--- config.mk ---
export PLATFORM = sky130hd
export DESIGN_NAME = instruction_cache
export DESIGN_NICKNAME = d
export VERILOG_FILES = /design/src/rtl/instruction_cache_pkg.sv /design/src/rtl/instruction_cache.sv
export SDC_FILE = /design/constraint.sdc
export NUM_CORES = 1
export LEC_CHECK = 0
export ABC_CLOCK_PERIOD_IN_PS = 13300
export CELL_PAD_IN_SITES_DETAIL_PLACEMENT = 0
export CELL_PAD_IN_SITES_GLOBAL_PLACEMENT = 1
export CORE_ASPECT_RATIO = 1.5
export CORE_MARGIN = 1
export CORE_UTILIZATION = 49
export CTS_CLUSTER_SIZE = 28
export DETAILED_ROUTE_END_ITERATION = 8
export PLACE_DENSITY = 0.79
export SETUP_SLACK_MARGIN = 0.02
export SLEW_MARGIN = 20
export SYNTH_ARGS = -nofsm -noshare
export SYNTH_HDL_FRONTEND = slang
export SYNTH_SLANG_ARGS = --single-unit
--- constraint.sdc ---
create_clock -name clock -period 13.3 [get_ports clock]
set_input_delay 1.995 -clock clock [delete_from_list [all_inputs] [get_ports clock]]
set_output_delay 1.995 -clock clock [all_outputs]
set_load 0.05 [all_outputs]
--- src/rtl/instruction_cache_pkg.sv ---
// Shared types and address-slicing constants for the direct-mapped instruction cache.
package instruction_cache_pkg;

  typedef enum logic [1:0] {
    IDLE     = 2'd0,
    MEM_READ = 2'd1,
    UPDATE   = 2'd2
  } state_t;

  localparam int BLOCK_BITS  = 128;
  localparam int WORD_BITS   = 32;
  localparam int OFFSET_W    = 2;                     // word-within-block offset
  localparam int BYTE_OFF_W  = 2;                     // byte-within-word offset (ignored)
  localparam int BLOCK_OFF_W = OFFSET_W + BYTE_OFF_W; // low address bits below the index

  // Width of the block address {tag,index} for a given byte-address width.
  function automatic int blk_addr_width(input int addr_w);
    return addr_w - BLOCK_OFF_W;
  endfunction

  // Width of the stored tag for a given byte-address width and index width.
  function automatic int tag_width(input int addr_w, input int index_w);
    return addr_w - BLOCK_OFF_W - index_w;
  endfunction

endpackage

--- src/rtl/instruction_cache.sv ---
// Direct-mapped, read-only instruction cache. Hits return a word combinationally;
// misses stall the CPU while one 128-bit block is fetched from instruction memory.
module instruction_cache
  import instruction_cache_pkg::*;
#(
  parameter int ADDR_W  = 10,
  parameter int INDEX_W = 3
) (
  input  logic                  clock,
  input  logic                  reset,
  input  logic                  read,
  input  logic [ADDR_W-1:0]     address,
  output logic [WORD_BITS-1:0]  instruction,
  output logic                  busywait,
  output logic                  mem_read,
  output logic [ADDR_W-5:0]     mem_address,
  input  logic [BLOCK_BITS-1:0] mem_readdata,
  input  logic                  mem_busywait
);

  localparam int BLK_W = blk_addr_width(ADDR_W);
  localparam int TAG_W = tag_width(ADDR_W, INDEX_W);
  localparam int LINES = 2 ** INDEX_W;

  state_t state, state_next;

  // Line storage: data and tags are don't-care until the valid bit is set.
  logic [BLOCK_BITS-1:0] data_arr [LINES];
  logic [TAG_W-1:0]      tag_arr  [LINES];
  logic [LINES-1:0]      valid;

  logic [BLK_W-1:0]      miss_blk;
  logic [BLOCK_BITS-1:0] fill_buf;

  logic [OFFSET_W-1:0] addr_offset;
  logic [INDEX_W-1:0]  addr_index;
  logic [TAG_W-1:0]    addr_tag;
  logic [BLK_W-1:0]    addr_blk;
  logic [INDEX_W-1:0]  miss_index;
  logic [TAG_W-1:0]    miss_tag;
  logic [BLOCK_BITS-1:0] cur_line;
  logic                hit;
  logic                unused_byte_bits;

  assign addr_offset = address[BLOCK_OFF_W-1:BYTE_OFF_W];
  assign addr_index  = address[BLOCK_OFF_W +: INDEX_W];
  assign addr_tag    = address[ADDR_W-1 -: TAG_W];
  assign addr_blk    = address[ADDR_W-1:BLOCK_OFF_W];
  assign miss_index  = miss_blk[INDEX_W-1:0];
  assign miss_tag    = miss_blk[BLK_W-1 -: TAG_W];

  // Instructions are word-aligned, so the byte-select bits carry no information.
  assign unused_byte_bits = ^address[BYTE_OFF_W-1:0];

  // Lookup: tag compare and word select, both combinational through the arrays.
  always_comb begin
    cur_line    = data_arr[addr_index];
    hit         = read & valid[addr_index] & (tag_arr[addr_index] == addr_tag);
    instruction = cur_line[{addr_offset, 5'd0} +: WORD_BITS];
  end

  // FSM state register.
  always_ff @(posedge clock or posedge reset) begin
    if (reset) state <= IDLE;
    else       state <= state_next;
  end

  // FSM next state: miss -> fetch block -> write line -> back to lookup.
  always_comb begin
    state_next = state;
    case (state)
      IDLE:     if (read && !hit)  state_next = MEM_READ;
      MEM_READ: if (!mem_busywait) state_next = UPDATE;
      UPDATE:                      state_next = IDLE;
      default:                     state_next = IDLE;
    endcase
  end

  // FSM outputs: mem_read decodes the registered state, so it is a clean level.
  always_comb begin
    mem_read    = 1'b0;
    busywait    = 1'b1;
    mem_address = miss_blk;
    case (state)
      IDLE:     busywait = read & ~hit;
      MEM_READ: mem_read = 1'b1;
      default:  busywait = 1'b1;
    endcase
  end

  // Miss register: the fill target is frozen here so later address changes cannot redirect it.
  always_ff @(posedge clock or posedge reset) begin
    if (reset)                           miss_blk <= '0;
    else if (state == IDLE && read && !hit) miss_blk <= addr_blk;
  end

  // Valid bits: cleared by reset, set when a line is written.
  always_ff @(posedge clock or posedge reset) begin
    if (reset)                 valid <= '0;
    else if (state == UPDATE)  valid[miss_index] <= 1'b1;
  end

  // Data path: capture the returned block, then commit it with its tag one cycle later.
  always_ff @(posedge clock) begin
    if (state == MEM_READ && !mem_busywait) fill_buf <= mem_readdata;
    if (state == UPDATE) begin
      data_arr[miss_index] <= fill_buf;
      tag_arr[miss_index]  <= miss_tag;
    end
  end

endmodule

==> out/results.ini <==
[status]
outcome=finished with violations
violations=DRC

[setup_path]
worstSetupStartpointType=input port
cp.required_ns=11.31
timing.critical_path.buf_inv=3
cpPeakStageDelay_ns=0.71
cp_cell_sequence=buf_8, buf_12, mux4_2, mux4_2, mux2_2, clkdlybuf4s50_1
worstReg2RegEnd=data_arr[0][17]$_DFFE_PP_
worstSetupEndpointType=output port
critPathTopFamily=buffers and inverters
rrSetupSlack_ns=9.50
worstPathMaxFanout=149
crit_arrival_ns=5.76
slowest_stage=clkdlybuf4s50_1
path_class=in -> out
rr_startpoint=mem_address[2]$_DFFE_PP0P_
crit_top_cell=mux4_2
ff2ff_path_depth=5

[synthesis]
synth_area_leader_cell=edfxtp_1
async_flop_share_pct=1.34
synth_common_cells=edfxtp_1 (1176), mux4_2 (326), mux2_2 (42)
syn-instance-count=1683
synthesis.nets=1825
synth_area_leaders=edfxtp_1 (80%), mux4_2 (17%), mux2_2 (1.1%)
synth_cell_types=28
yosysSeqAreaShare_pct=80.8
syn_area_sq_um=44200
synth_seq_cells=1192
yosysWarnings=0
ys.flop_type=edfxtp_1
synth-edff-count=1176
yosysMostFrequentCell=edfxtp_1
synth_top_area_share_pct=79.9
syn_avg_cell_area_sq_um=26.3

[cts]
cts_tree=done
h-tree-depth=3
clockBufferDepth=3
clk_pin_slew_ns=0.06
cts_hold_buf=0
cts-root-buf=clkbuf_16
clk_latency_ns=0.68
post_cts_buffers=0
cts-buffers-inserted=108
cts_resized=0
cts_sinks=1192

[place]
dp_slack_ns=5.24
gp_congestion=0.704
portBuffers=179
dp_hpwl_microns=46100

[route]
drt_iter0_drc=1508
ant_nets=0
post_drt_wl_per_cell_microns=28.4
drc=22
first_pass_iters=7
viasPerCell=5.85
drt_wl_total_microns=89700
vias=18448

[worst_hold_path]
hp-start=valid[7]$_DFFE_PP0P_
hold_path_end=valid[7]$_DFFE_PP0P_
hold_depth=1
worstHoldPathType=reg -> reg

[pwr]
p_leak_uw=0.0157
ir_drop_mv=0.121
power_density_nw_per_um2=163

[timing]
hold_viol_final=0
whs_ns=0.468
post-route-period-util_pct=58.3
setup_slack_ns=5.54
skew_ns=0.0384
slew-limit-headroom_pct=20.8
setup_viol=0
setup_tns_ns=0
final.min_clock_period_ns=7.76
max_freq_mhz=129
slew_viol_final=0
tightest_slew_ns=1.19
rsz0062_at_grt=no

[global_route]
antenna_found_initial=5
grt_pass1_wl_microns=132000
grt_util_all_layers_pct=20.2
grt_pass1_vias=20305
grt_overflow=0
grt_start_max_net_pins=150

[floorplanning]
top_level_ports=182
initial_core_util_pct=49.5
die_x_microns=247
num_rows=134
dieArea_sq_um=91400
die_height_microns=370
core_area_sq_um=89200

[finish]
nets=2058
final_layout_size_suffix_gt1_share_pct=28.1
synthToLayoutAreaGrowth_pct=14.9

[run]
timing.max_cap.violations=0

## power breakdown
part	internal [uW]	switching [uW]	leakage (uW)
registers	4480	153	0.0108
clock network	1650	1310	0.00163
logic	276	418	0.00322
total	6410	1880	0.0157
## cell usage in the layout (no fill, tap or decap), types with 2 or more instances in the layout
cell type / n
dfrtp_1: 16
clkbuf_8: 3
or2_2: 8
nor2_4: 6
clkbuf_16: 109
buf_4: 14
nor3_2: 2
nor2b_1: 3
bufinv_16: 7
edfxtp_1: 1176
mux2_2: 42
clkdlybuf4s50_1: 174
clkbuf_1: 22
clkinv_2: 15
xor2_1: 2
mux2i_1: 2
mux4_2: 326
buf_8: 2
clkinv_16: 2
nand2_1: 6
clkinvlp_4: 6
clkinv_1: 23
buf_12: 9
nand2b_1: 3
inv_6: 3
## metrics by stage
stage	total power (uW)	cell area, sq um	instances	util, %
global placement	5390	47400	2961	53.1
finish	8290	50800	3155	56.9
CTS	8380	50700	3153	56.9
floorplan	5130	44200	1683	-
global route	8560	50800	3154	56.9
detailed placement	5420	47400	2961	53.1
## final cells by class
type,count,area (sq um)
multi-input cells,412,8140
inverters,1,3.75
flip-flops and latches,1192,35700
diodes,1,2.50
clock buffers,134,2850
well taps,1156,1450
clock inverters,58,528
repair buffers,201,2070
fillers,6305,38400
## cell families (layout without fill, tap and decap cells)
group	after synthesis	count (layout)	synth area share [%]
flip-flops	1192	1192	80.8
XOR/XNOR	2	2	0.0397
AND/OR/NAND/NOR	35	35	0.428
buffers and inverters	79	394	0.878
other	0	1	0
multiplexers	370	370	17.7
AO/OA/AOI/OAI	5	5	0.0906
## flip-flops by register name (all words and copies together), names as in the netlist
register,flops
mem_address,6
state,2
fill_buf,128
data_arr,1024
tag_arr,24
valid,8
## worst register-to-register path: stages (launching register included)
cell,delay [ns]
dfrtp_1,0.40
or3b_2,0.60
nor3_2,0.13
buf_4,0.62
buf_4,0.88
buf_4,0.74
## metal layers
layer  vias up  wire (microns)  track usage (%)  part of all wire, %
met1      9919           33000             24.5                   37
met4         6            2950             7.77                  3.3
met2       604           48100             35.7                   54
li1       7785               -                -                    -
met3       134            5570             3.69                  6.2
met5         -              46                0                0.051
## how the worst max path moves through the flow
stage | to | from | depth (start not counted)
finish | instruction[21] | address[5] | 6
global route | instruction[13] | address[4] | 7
CTS | instruction[15] | address[4] | 6
detailed placement | instruction[15] | address[4] | 6
global placement | instruction[15] | address[4] | 6
floorplan | valid[0]$_DFFE_PP0P_ | mem_address[2]$_DFFE_PP0P_ | 3
Note: power is estimated with default switching activity, not from simulation.
